**config.mk**
```make
export PLATFORM = sky130hd
export DESIGN_NAME = tri_dispatch
export DESIGN_NICKNAME = d
export VERILOG_FILES = /design/src/rtl/tri_dispatch.sv
export SDC_FILE = /design/constraint.sdc
export NUM_CORES = 1
export LEC_CHECK = 0
export ABC_AREA = 1
export CAP_MARGIN = 30
export CORE_ASPECT_RATIO = 0.6
export CORE_MARGIN = 3
export CORE_UTILIZATION = 62
export CTS_CLUSTER_DIAMETER = 60
export DETAILED_ROUTE_END_ITERATION = 7
export GPL_TIMING_DRIVEN = 0
export HOLD_SLACK_MARGIN = 0.15
export PLACE_DENSITY_LB_ADDON = 0.1
export REMOVE_ABC_BUFFERS = 1
export SLEW_MARGIN = 0
export SYNTH_ARGS = -nofsm -noshare
export SYNTH_HDL_FRONTEND = slang
export SYNTH_SLANG_ARGS = --single-unit
```
**constraint.sdc**
```tcl
create_clock -name CLK -period 13.1 [get_ports CLK]
set_input_delay 1.965 -clock CLK [delete_from_list [all_inputs] [get_ports CLK]]
set_output_delay 1.965 -clock CLK [all_outputs]
set_load 0.01 [all_outputs]
```
**src/rtl/tri_dispatch.sv**
```systemverilog
// Triangle dispatcher: queues 144-bit triangle words, serialises each MSB-first on a
// frame-start pulse, then waits for the rasterizer to finish under a watchdog.
module tri_dispatch #(
   parameter int unsigned DEPTH   = 2,
   parameter logic [19:0] TIMEOUT = 20'd400000,
   localparam int unsigned LW     = $clog2(DEPTH + 1)
) (
   input  logic          CLK,
   input  logic          RST_N,
   input  logic [143:0]  TRI_DATA,
   input  logic          TRI_VALID,
   output logic          TRI_READY,
   input  logic          FRAME_START,
   input  logic          RAST_DONE,
   output logic          SD,
   output logic          SD_VALID,
   output logic          BUSY,
   output logic [LW-1:0] FIFO_LEVEL,
   output logic [15:0]   TRI_COUNT,
   output logic          ERR
);

   localparam int unsigned   PW   = (DEPTH > 1) ? $clog2(DEPTH) : 1;
   localparam logic [LW-1:0] FULL = LW'(DEPTH);
   localparam logic [PW-1:0] LAST = PW'(DEPTH - 1);

   typedef enum logic [1:0] {StIdle, StWaitSync, StShift, StWaitDone} state_e;

   state_e         state_q, state_d;
   logic [143:0]   fifo_q [DEPTH];
   logic [PW-1:0]  wr_ptr_q, wr_ptr_d, rd_ptr_q, rd_ptr_d;
   logic [LW-1:0]  level_q, level_d;
   logic [143:0]   shift_q, shift_d;
   logic [7:0]     bit_cnt_q, bit_cnt_d;
   logic           sd_q, sd_d, sd_valid_q, sd_valid_d;
   logic [19:0]    wd_q, wd_d;
   logic [15:0]    count_q, count_d;
   logic           err_q, err_d;
   logic           push, pop;
   logic [143:0]   head;

   function automatic logic [PW-1:0] ptr_inc(input logic [PW-1:0] p);
      return (p == LAST) ? '0 : p + 1'b1;
   endfunction

   // Ready is held low in reset so nothing offered then is ever captured.
   assign TRI_READY = RST_N && (level_q < FULL);
   assign push      = TRI_VALID && TRI_READY;
   assign head      = fifo_q[rd_ptr_q];

   always_comb begin
      state_d    = state_q;
      shift_d    = shift_q;
      bit_cnt_d  = bit_cnt_q;
      sd_d       = 1'b0;
      sd_valid_d = 1'b0;
      wd_d       = wd_q;
      count_d    = count_q;
      err_d      = err_q;
      pop        = 1'b0;
      unique case (state_q)
         StIdle: begin
            if (level_q != '0) state_d = StWaitSync;
         end
         StWaitSync: begin
            if (FRAME_START) begin
               pop        = 1'b1;
               sd_d       = head[143];
               sd_valid_d = 1'b1;
               shift_d    = {head[142:0], 1'b0};
               bit_cnt_d  = 8'd1;
               state_d    = StShift;
            end
         end
         StShift: begin
            if (bit_cnt_q == 8'd144) begin
               wd_d    = '0;
               state_d = StWaitDone;
            end else begin
               sd_d       = shift_q[143];
               sd_valid_d = 1'b1;
               shift_d    = {shift_q[142:0], 1'b0};
               bit_cnt_d  = bit_cnt_q + 8'd1;
            end
         end
         StWaitDone: begin
            wd_d = wd_q + 20'd1;
            // A done pulse on the timeout cycle still counts as success.
            if (RAST_DONE || (wd_d == TIMEOUT)) begin
               if (RAST_DONE) count_d = count_q + 16'd1;
               else           err_d   = 1'b1;
               state_d = ((level_q != '0) || push) ? StWaitSync : StIdle;
            end
         end
         default: state_d = StIdle;
      endcase
   end

   always_comb begin
      wr_ptr_d = push ? ptr_inc(wr_ptr_q) : wr_ptr_q;
      rd_ptr_d = pop  ? ptr_inc(rd_ptr_q) : rd_ptr_q;
      level_d  = level_q + LW'(push) - LW'(pop);
   end

   always_ff @(posedge CLK) begin
      if (push) fifo_q[wr_ptr_q] <= TRI_DATA;
   end

   always_ff @(posedge CLK) begin
      if (!RST_N) begin
         state_q    <= StIdle;
         wr_ptr_q   <= '0;
         rd_ptr_q   <= '0;
         level_q    <= '0;
         shift_q    <= '0;
         bit_cnt_q  <= '0;
         sd_q       <= 1'b0;
         sd_valid_q <= 1'b0;
         wd_q       <= '0;
         count_q    <= '0;
         err_q      <= 1'b0;
      end else begin
         state_q    <= state_d;
         wr_ptr_q   <= wr_ptr_d;
         rd_ptr_q   <= rd_ptr_d;
         level_q    <= level_d;
         shift_q    <= shift_d;
         bit_cnt_q  <= bit_cnt_d;
         sd_q       <= sd_d;
         sd_valid_q <= sd_valid_d;
         wd_q       <= wd_d;
         count_q    <= count_d;
         err_q      <= err_d;
      end
   end

   assign SD         = sd_q;
   assign SD_VALID   = sd_valid_q;
   assign BUSY       = (state_q != StIdle);
   assign FIFO_LEVEL = level_q;
   assign TRI_COUNT  = count_q;
   assign ERR        = err_q;

endmodule

```
; After elaboration in Yosys (flattened, before gate mapping)
; Memories as Yosys holds them, arrays and structs flattened. A register that Yosys moved wholly into a read port is not among the register bits.
; Index checks and enable logic that the tools add are counted.
[word_totals]
elab_cells = 72
memories = 1
regBits = 197
out_inout_bits = 23
mem_bits_rw = 288
[classes]
eq_ne = 10
bitwise = 1
muxes = 27
magnitude_cmp = 1
addsub = 7
reduce_logical = 14
[mem_list]
columns = memory, words, word_bits, rd, rd_clocked_by_memory_dff, wr, line
row1 = fifo_q, 2, 144, 1, 1, 1, 30  ; logic [143:0] fifo_q [DEPTH];
[op_table]
columns = cell, n
row1 = 144-bit two-way mux, 2
row2 = 144-bit one-hot mux with 2 select lines, 1
row3 = 20-bit one-hot mux with 2 select lines, 1
row4 = "20-bit by 1-bit adder with 20-bit output, second input constant", 1
row5 = "20-bit by 19-bit == test with 1-bit output, second input constant", 1
row6 = 20-bit two-way mux, 1
row7 = "16-bit by 1-bit adder with 16-bit output, second input constant", 1
row8 = 8-bit two-way mux, 2
row9 = 8-bit one-hot mux with 2 select lines, 1
row10 = 1-bit two-way mux, 12
row11 = "2-bit != test, second input constant", 5
row12 = 3-bit AND reduction, 3
row13 = "8-bit by 1-bit adder with 8-bit output, second input constant", 1
row14 = "8-bit == test, second input constant", 1
row15 = 2-bit two-way mux, 4
row16 = 2-bit one-hot mux with 4 select lines, 1
row17 = 2-bit nonzero test, 4
row18 = "2-bit == test, second input constant", 2
row19 = 1-bit one-hot mux with 2 select lines, 2
row20 = 4-bit AND reduction, 1
row21 = "1-bit adder, second input constant", 2
row22 = 2-bit by 1-bit adder with 2-bit output, 1
row23 = "2-bit by 1-bit == test with 1-bit output, second input constant", 1
row24 = 1-bit logical AND, 2
row25 = other kinds (6), 7

; Logic depth before layout (Yosys ltp)
; Gate-level depths: netlist (run 1).
[depth]
ltp_word = 7
ltp_mapped = 15
mapped_depth_nobuf = 15

; Least setup slack after synthesis (run 1)
; Ideal clock, no wire load.
[synth_path]
path_kind = in2reg
from = input port RST_N
to = memory fifo_q[0][0], enable pin
setup_time_ns = 0.650
path_slack_ns = 3.875
arrival_time_ns = 8.575
path_buffers = 1
stages = 5
required_ns = 12.450
path_cell_list = buf_2 > inv_1 > nor2_1 > nand2_1 > nor2_1
[synth_between]
elab_chain_cells = 4
[synth_lines]
columns = item, line
row1 = start: declaration, 9  ; input logic RST_N,
row2 = 1-bit logical AND, 47  ; assign TRI_READY = RST_N && (level_q < FULL);
row3 = named net TRI_READY, 12  ; output logic TRI_READY,
row4 = 1-bit logical AND, 48  ; assign push = TRI_VALID && TRI_READY;
row5 = 1-bit two-way mux, 106  ; if (push) fifo_q[wr_ptr_q] <= TRI_DATA;
row6 = 1-bit two-way mux (implied by the code), 106
row7 = end: declaration, 30
; The timed path passes the listed nets, and every way through them passes these cells.

; Final worst setup path (run 1)
[layout_path]
from = input port RST_N
to = output port TRI_READY
[layout_between]
elab_chain_cells = 1
[layout_lines]
columns = item, line
row1 = 1-bit logical AND, 47
row2 = end: declaration, 12
; Every way passes these cells.

==> impl_results.md, run 1 <==
- Ys Warns: 0
- Crit-path cells: buf_4 -> buf_16 -> inv_4 -> nor2_1 -> clkdlybuf4s50_1
- Layout Skew: 0.0157 ns
- Core Util, Final: 0.765
- Slew Limit Headroom: 0.387
- Critical Path Source: RST_N
- Crit. End Element: output port
- Average wire per standard cell: 17.6 um
- GPL Wtd Cong: 0.841
- CTS buffer count: 43
- Slew Limit Fails: 0
- Area grow syn2layout: 18.5%
- Pre-antenna DRT Iters: 5
- Yosys cell types: 41
- Syn_area_per_cell: 10.3 sq um
- CTS root buffer: clkbuf_16
- Startpoint types: input port
- H-tree depth: 2
- Detailed-route DRC error count: 0
- Hold Crit Class: reg -> reg
- Post-CTS sizing: 0
- Vias in the first global route: 13,500
- Routed wire length: 42.4 mm
- Core area: 0.0294 sq mm
- Sink Count: 485
- Critical Path RT: 11.14 ns
- Non-filler instance count after layout: 2,402
- Crit path DAT: 4.12 ns
- Placed Cells: 2,322
- Fin crit share: 0.464
- Starting Density: 0.645
- Die Wd: 232 um
- Critical path class: in -> out
- PnR Total Power: 4160 uW
- Final Cell Area: 0.0225 sq mm
- First-pass GRT wire length: 68.8 mm
- Hold depth: 2
- Synth async-reset ratio: 0
- FP Rows: 48
- Worst path slowest cell: clkdlybuf4s50_1
- Number of synthesized register bits: 485
- Synth Instances: 1,852
- Setup Viol. Count Final: 0
- DR vias/cell: 5.74
- DR iter-0 viols: 1,176
- Overflow after GRT: 0
- Status: complete, no violations
- Critical Path Fanout Max: 73
- Layout cells sized above 1: 0.0530
- Max Cap Viol: 0
- Clock tree buffer depth: 3
- Prevailing post-synth register cell: edfxtp_1
- Number of port buffers: 171
- RR Endpoint: shift_q[49]
- P_leak: 0.00809 uW
- I/O pins: 172
- Hold_buf cts: 0
- Area of placed instances: 0.0212 sq mm
- DR vias: 13,800
- Total track usage: 0.260
- Worst Tran Pin Value: 0.919 ns
- Place WS: 7.07 ns
- Fin worst setup slack: 7.02 ns
- RSZ-0062 raised after global routing: no
- Crit path capture: TRI_READY
- HPWL after detailed placement: 25.6 mm
- R2R depth: 11
- Initial antenna violation count: 7
- Worst R2R Start: state_q[0]
- Largest net degree at the start of global routing: 161
- CTS tree: built
- Clock Latency Late Sink: 0.55 ns
- Post-synthesis sequential area ratio: 0.663
- Die ar.: 0.0328 sq mm
- Final Critical Period: 6.08 ns
- Maximum VDD drop: 0.177 mV
- Die span in y: 142 um
- Post-Syn Area: 0.0190 sq mm
- P per Cell Area: 185 mW/mm^2
- CP max stage delay: 0.57 ns
- ANT nets after route: 0
- Post-CTS setup buffer count: 0
- Fin. Hold Viols: 0
- Max Freq: 0.164 GHz
- Post-synth EDFFs: 288
- Worst-path clk slew: 0.06 ns
- R2R Setup Slk: 8.96 ns
- Nets@finish: 2,128
## synth_stat cells (2+ instances only)
library cell    n  area share
nor3_1         13      0.0034
nor2_4          5      0.0030
o21ai_0       225       0.059
nor2_2          6      0.0020
a211oi_1        2     0.00079
dfxtp_1       197        0.21
nor3b_1         2     0.00079
xnor2_1         2     0.00092
a311oi_1        2     0.00092
buf_4           3      0.0012
inv_2           3     0.00059
o21ai_1         4      0.0011
xor2_1          7      0.0032
o211ai_1       35       0.014
o21bai_1        2     0.00079
nor2_1         50      0.0099
nand3_1       166       0.044
a31oi_1         2     0.00066
edfxtp_1      288        0.46
buf_2          23      0.0061
inv_1          59       0.012
nor4_1          2     0.00066
nand2_1       437       0.086
a21oi_1       183       0.048
nand4_1        12      0.0040
nand2_2         6      0.0020
clkbuf_1       82       0.016
buf_1          10      0.0020
ha_1           12      0.0079
## through the flow
stage,setup TNS (ns),hold WS (ns)
3_5_place_dp,0,0.455
3_3_place_gp,-2083.34,0.453
2_1_floorplan,0,0.436
6_report,0,0.464
4_1_cts,0,0.465
5_1_grt,0,0.480
## cells in the final DEF (no fill, tap or decap), types with 4 or more instances in the layout
master             n
nand2_1          437
edfxtp_1         288
o21ai_0          225
dfxtp_1          196
a21oi_1          183
clkdlybuf4s50_1  170
nand3_1          166
inv_1             58
nor2_1            48
clkbuf_16         45
o211ai_1          35
nor3_1            13
clkbuf_1          13
nand4_1           12
ha_1              12
clkinv_1           9
buf_12             9
buf_16             8
nor2_4             7
xor2_1             7
nand2_2            6
nor2_2             6
clkinv_2           6
clkbuf_8           5
o21ai_1            4
## cell type report
| type | count | area, sq um |
|---|---|---|
| clock buffers | 63 | 1240 |
| inverters | 63 | 259 |
| flip-flops and latches | 485 | 12600 |
| clock inverters | 16 | 96.3 |
| multi-input cells | 1186 | 5700 |
| well taps | 400 | 500 |
| fillers | 1953 | 6930 |
| repair buffers | 188 | 2110 |
| diodes | 1 | 2.50 |
## state kept, by name (all words and copies together), names as in the netlist, 2 cells and up, named ones only
name / flops
fifo_q: 288
state_q: 2
TRI_COUNT: 16
shift_q: 143
bit_cnt_q: 8
FIFO_LEVEL: 2
wd_q: 20
## critical path, delay by kind of cell
kind,cells,cell delay [ns]
buffers and inverters,4,1.79
AND/OR/NAND/NOR,1,0.27
## where the power goes
group / internal, uW / switching [uW]
logic: 320 / 632
registers: 1880 / 125
clock network: 663 / 539
total: 2860 / 1300
## how the worst min path moves through the flow
stage	start	to	slack (ns)
6_report	shift_q[90]	shift_q[90]	0.46
2_1_floorplan	shift_q[143]	SD	0.44
4_1_cts	shift_q[19]	shift_q[19]	0.46
5_1_grt	shift_q[122]	shift_q[122]	0.48
3_3_place_gp	shift_q[97]	shift_q[97]	0.45
3_5_place_dp	shift_q[19]	shift_q[19]	0.45
## cell families (layout without fill, tap and decap cells)
| kind of cell | count (synthesis) | count (layout) | share of synthesized area |
|---|---|---|---|
| buffers and inverters | 181 | 330 | 0.0379 |
| AND/OR/NAND/NOR | 707 | 707 | 0.160 |
| flip-flops | 485 | 485 | 0.663 |
| AO/OA/AOI/OAI | 457 | 457 | 0.126 |
| other | 0 | 1 | 0 |
| adder cells (fa/ha/maj) | 12 | 12 | 0.00791 |
| XOR/XNOR | 10 | 10 | 0.00501 |
## routing by layer
layer | track usage | wire length [um]
met5 | 0 | 70
met4 | 0.0671 | 804
met3 | 0.0516 | 3160
met2 | 0.417 | 19500
met1 | 0.367 | 18800
No activity file was read; power rests on OpenSTA's default activity.
==> run 2, diff against run 1 <==
Settings changed: CORE_UTILIZATION 62 to 57.
Clock period 13.1 ns to 6.1 ns, I/O delays scaled along.
==> impl_results.md, run 2 (synthesis results as in run 1) <==
- Status: complete, no violations (unchanged)
- Worst R2R Start: state_q[0] (unchanged)
- Hold endpoint: SD (was shift_q[90])
- Post-CTS setup buffer count: 0 (unchanged)
- Fin. Hold Viols: 0 (unchanged)
- Metal-1 WL: 19.7 mm (was 18.8 mm)
- P per Cell Area: 404 mW/mm^2 (was 185 mW/mm^2)
- Hold_buf cts: 0 (unchanged)
- Hold depth: 2 (unchanged)
- Detailed-route DRC error count: 0 (unchanged)
- R2R Setup Slk: 2.34 ns (was 8.96 ns)
- Final Critical Period: 3.83 ns
- R2R depth: 10 (was 11)
- Non-filler instance count after layout: 2,455 (was 2,402)
- ANT nets after route: 0 (unchanged)
- Worst-path clk slew: 0.07 ns (was 0.06 ns)
- Worst Tran Pin Value: 0.829 ns (was 0.919 ns)
- RSZ-0062 raised after global routing: no (unchanged)
- FP Rows: 51 (was 48)
- Overflow after GRT: 0 (unchanged)
- Number of port buffers: 171 (unchanged)
- Core area: 0.0326 sq mm (was 0.0294 sq mm)
- CTS root buffer: clkbuf_16 (unchanged)
- Fin crit share: 0.628
- Max reg flops: 288 (unchanged)
- Crit. End Element: output port (unchanged)
- Starting Density: 0.582 (was 0.645)
- RR Endpoint: shift_q[106] (was shift_q[49])
- Placed Cells: 2,374 (was 2,322)
- Average wire per standard cell: 17.5 um (was 17.6 um)
- Slew Limit Headroom: 0.447 (was 0.387)
- Maximum VDD drop: 0.276 mV (was 0.177 mV)
- Startpoint types: input port (unchanged)
- Setup Viol. Count Final: 0 (unchanged)
- CTS tree: built (unchanged)
- Clock tree buffer depth: 3 (unchanged)
- Routed wire length: 43.0 mm (was 42.4 mm)
- Total track usage: 0.237 (was 0.260)
- Max Cap Viol: 0 (unchanged)
- CTS buffer count: 43 (unchanged)
- Area grow syn2layout: 19.8% (was 18.5%)
- Nets@finish: 2,130 (was 2,128)
- GPL Wtd Cong: 0.852 (was 0.841)
- Largest register by flop count: fifo_q (unchanged)
- Post-CTS sizing: 0 (unchanged)
- Hold Crit Class: reg -> reg (unchanged)
- Critical path class: in -> out (unchanged)
- DR vias/cell: 5.55 (was 5.74)
- Slew Limit Fails: 0 (unchanged)
- First-pass GRT wire length: 67.8 mm (was 68.8 mm)
- Die Wd: 242 um (was 232 um)
- Worst path slowest cell: clkdlybuf4s50_1 (unchanged)
- Crit-path cells: buf_4 -> buf_16 -> inv_4 -> buf_16 -> nor2_1 -> clkdlybuf4s50_1 (was buf_4 -> buf_16 -> inv_4 -> nor2_1 -> clkdlybuf4s50_1)
- Commonest non-fill, non-tap cell in the layout: nand2_1 (unchanged)
- # fillers: 2,444 (was 1,953)
- Length of routed met2 wiring: 19.9 mm (was 19.5 mm)
- Die span in y: 147 um (was 142 um)
- CP max stage delay: 0.56 ns (was 0.57 ns)
- Critical Path Fanout Max: 84 (was 73)
- Die ar.: 0.0356 sq mm (was 0.0328 sq mm)
- Met3 Wirelength: 2.58 mm (was 3.16 mm)
- Pre-antenna DRT Iters: 5 (unchanged)
- HPWL after detailed placement: 25.6 mm (about the same)
- Layout Skew: 0.0102 ns (was 0.0157 ns)
- DR iter-0 viols: 1,098 (was 1,176)
- Max Freq: 0.261 GHz
- Hold slack: 0.462 ns (was 0.464 ns)
- Layout cells sized above 1: 0.0609 (was 0.0530)
- Top Registers: fifo_q (288), shift_q (143), wd_q (20) (unchanged)
- Worst Hold Launch: shift_q[143] (was shift_q[90])
- Crit path DAT: 2.92 ns (was 4.12 ns)
- DR vias: 13,600 (was 13,800)
- H-tree depth: 2 (unchanged)
- I/O pins: 172 (unchanged)
- Clock Latency Late Sink: 0.55 ns (about the same)
- P_leak: 0.00819 uW (was 0.00809 uW)
- Largest net degree at the start of global routing: 180 (was 161)
- Critical Path RT: 5.18 ns (was 11.14 ns)
- Most frequent cells in the layout: nand2_1, edfxtp_1, o21ai_0 (unchanged)
- CP most frequent cell: buf_16
- Uppermost layer routed: met5 (unchanged)
- Initial antenna violation count: 4 (was 7)
- Vias in the first global route: 12,900 (was 13,500)
- Sink Count: 485 (unchanged)
## run 2: changes by cell type in the layout (fill, tap and decap cells not counted), moves of 2 or more
cell,delta
clkinv_1,-8
clkinv_2,+6
bufinv_16,+5
clkbuf_1,-5
buf_16,+2
clkbuf_8,+2
## run 2: routing by layer
| layer | up-vias | track usage |
|---|---|---|
| li1 | 6726 | - |
| met1 | 6450 | 0.333 |
| met2 | 360 | 0.383 |
| met3 | 75 | 0.0450 |
| met4 | 6 | 0.0648 |
| met5 | - | 0 |
## run 2: worst max-delay path, delay by kind of cell
kind | cells | cell delay (ns)
buffers and inverters | 5 | 1.72
and+or+nand+nor | 1 | 0.17
## run 2: layout make-up
cell class,count,area [sq um],share of cell area
diodes,1,2.50,0.000110
flip-flops and latches,485,12600,0.553
clock inverters,21,249,0.0109
clock buffers,59,1230,0.0539
multi-input cells,1186,5700,0.250
well taps,450,563,0.0247
repair buffers,190,2160,0.0951
inverters,63,259,0.0114
## run 2: metrics by stage
step                      utilization  area [sq um]  setup TNS, ns  power (uW)  setup slack [ns]
after CTS                       0.698         22800              0        9240              2.28
after global routing            0.698         22800              0        9670              2.11
after global placement          0.637         20800       -4676.45        6370            -13.74
after detailed placement        0.653         21300              0        6390              1.94
after floorplan                     -         18500        -754.19        5640             -2.62
final                           0.698         22800              0        9190              2.27
## run 2: worst max path at each step
stage	depth (start not counted)	end	startpoint
final	6	TRI_READY	RST_N
after global routing	10	shift_q[41]	state_q[0]
after CTS	6	TRI_READY	RST_N
after detailed placement	10	fifo_q[0][16]	RST_N
after global placement	5	fifo_q[1][12]	RST_N
after floorplan	4	fifo_q[0][0]	RST_N
## run 2: power breakdown
part	total [uW]	internal (uW)	switching (uW)
clock	2830	1630	1200
sequential	4300	4030	269
combinational	2060	693	1370
==> run 3, diff against run 2 <==
Clock period 6.1 ns to 3.8 ns, I/O delays scaled along.
==> impl_results.md, run 3 (synthesis results as in run 1) <==
- Nets@finish: 2,130 (unchanged)
- H-tree depth: 2 (unchanged)
- Place WS: -0.0139 ns (was 1.94 ns)
- Core area: 0.0326 sq mm (unchanged)
- HPWL after detailed placement: 25.6 mm (unchanged)
- I/O pins: 172 (unchanged)
- Critical path buffers and inverters: 5 (unchanged)
- Placed Cells: 2,374 (unchanged)
- Total track usage: 0.237 (unchanged)
- Overflow after GRT: 0 (unchanged)
- Maximum VDD drop: 0.444 mV (was 0.276 mV)
- Fin. Hold Viols: 0 (unchanged)
- ANT nets after route: 0 (unchanged)
- CTS tree: built (unchanged)
- Max Freq: 0.280 GHz
- Detailed-route DRC error count: 0 (unchanged)
- P per Cell Area: 649 mW/mm^2 (was 404 mW/mm^2)
- Crit path DAT: 4.03 ns (was 2.92 ns)
- Logic pwr share: 0.225 (was 0.224)
- Pre-antenna DRT Iters: 5 (unchanged)
- Worst Tran Pin Value: 0.831 ns (was 0.829 ns)
- Slew Limit Headroom: 0.446 (was 0.447)
- Commonest non-fill, non-tap cell in the layout: nand2_1 (unchanged)
- Non-filler instance count after layout: 2,455 (unchanged)
- DR vias/cell: 5.54 (was 5.55)
- Crit-path cells: inv_1 -> ha_1 -> bufinv_16 -> or2_0 -> nand2_2 -> buf_12 -> inv_12 -> buf_16 -> o21ai_0 -> a21oi_1 (was buf_4 -> buf_16 -> inv_4 -> buf_16 -> nor2_1 -> clkdlybuf4s50_1)
- Largest net degree at the start of global routing: 180 (unchanged)
- Critical Path RT: 4.26 ns (was 5.18 ns)
- Crit. End Element: flip-flop (was output port)
- Final Critical Period: 3.57 ns
- Vias in the first global route: 12,900 (unchanged)
- First-pass GRT wire length: 67.8 mm (unchanged)
- Startpoint types: flip-flop (was input port)
- Die Wd: 242 um (unchanged)
- Routed wire length: 43.0 mm (about the same)
- FP Rows: 51 (unchanged)
- Top delay family on crit path: buffers and inverters (unchanged)
- Setup tns final: 0 ns (unchanged)
- CP max stage delay: 0.50 ns (was 0.56 ns)
- P_sw: 4550 uW (was 2830 uW)
- Initial antenna violation count: 4 (unchanged)
- DR iter-0 viols: 1,149 (was 1,098)
- Max reg flops: 288 (unchanged)
- Clock tree buffer depth: 3 (unchanged)
- Core Util, Final: 0.699 (was 0.698)
- Worst-path clk slew: 0.07 ns (about the same)
- Largest register by flop count: fifo_q (unchanged)
- Die span in y: 147 um (unchanged)
- Most frequent cells in the layout: nand2_1, edfxtp_1, o21ai_0 (unchanged)
- Critical Path Fanout Max: 128 (was 84)
- Critical path class: reg -> reg (was in -> out)
- Average wire per standard cell: 17.5 um (about the same)
- Starting Density: 0.582 (unchanged)
- Fin crit share: 0.939
- Max Cap Viol: 0 (unchanged)
- Status: complete, no violations (unchanged)
- Fin worst setup slack: 0.230 ns (was 2.27 ns)
- Layout cells sized above 1: 0.0609 (unchanged)
- Worst path slowest cell: bufinv_16 (was clkdlybuf4s50_1)
- CTS buffer count: 43 (unchanged)
- Switching part of the total power: 0.308 (about the same)
- Layout Skew: 0.0117 ns (was 0.0102 ns)
- Top Registers: fifo_q (288), shift_q (143), wd_q (20) (unchanged)
- Number of port buffers: 171 (unchanged)
- Die ar.: 0.0356 sq mm (unchanged)
- PnR Total Power: 14,800 uW (was 9190 uW)
- Area grow syn2layout: 19.9% (was 19.8%)
- GPL Wtd Cong: 0.852 (unchanged)
- Sink Count: 485 (unchanged)
- Clock Latency Late Sink: 0.56 ns (was 0.55 ns)
- P_leak: 0.00820 uW (was 0.00819 uW)
- Setup Viol. Count Final: 0 (unchanged)
- CTS root buffer: clkbuf_16 (unchanged)
- DR vias: 13,600 (about the same)
- RSZ-0062 raised after global routing: no (unchanged)
- Pint: 10,200 uW (was 6360 uW)
- Clock power frac: 0.307 (was 0.308)
- Flop pwr share: 0.467 (was 0.468)
- Hold Crit Class: reg -> reg (unchanged)
- Slew Limit Fails: 0 (unchanged)
## run 3: changes by cell type in the layout (fill, tap and decap cells not counted)
cell and delta:
inv_12 +1, inv_8 -2, bufinv_16 +1
## run 3: area by class of cell
cell class              count  area [sq um]
clock buffers              59          1230
diodes                      1          2.50
well taps                 450           563
fillers                  2438          9830
multi-input cells        1186          5700
inverters                  63           283
repair buffers            190          2160
flip-flops and latches    485         12600
clock inverters            21           249
## run 3: repair_timing
item	in CTS	in global routing
buffers inserted	0	0
resized for setup	0	4
hold buffers	0	0
setup endpoints to repair	0	70
## run 3: stage by stage
stage / hold slack [ns] / instance area (sq um)
5_1_grt: 0.477 / 22800
4_1_cts: 0.465 / 22800
3_5_place_dp: 0.455 / 21300
6_report: 0.463 / 22800
2_1_floorplan: 0.436 / 18500
3_3_place_gp: 0.452 / 20800
## run 3: worst min-delay path, stage by stage (launching register included)
cell	delay, ns
dfxtp_1	0.31
nand2_1	0.06
a21oi_1	0.05
## run 3: path summary, 6_finish.rpt
path                                   from           end  slack, ns  cells after the start
worst max register to register   state_q[0]  shift_q[106]       0.23                     10
worst min-delay path            shift_q[26]   shift_q[26]       0.46                      2
worst max-delay path             state_q[0]  shift_q[106]       0.23                     10
worst min register to register  shift_q[26]   shift_q[26]       0.46                      2
## run 3: metal layers
layer,global-route usage,vias to the layer above,part of all wire
li1,-,6730,-
met1,0.333,6459,0.46
met2,0.383,332,0.47
met3,0.0450,73,0.059
met4,0.0648,6,0.018
met5,0,-,0.0011
## run 3: power groups by stage
stage	logic, uW	registers [uW]	clock network (uW)
global placement	3080	7170	0
detailed placement	3280	6980	0
global route	3750	6980	4830
CTS	3310	6900	4630
finish	3330	6910	4540
floorplan	2110	6940	0
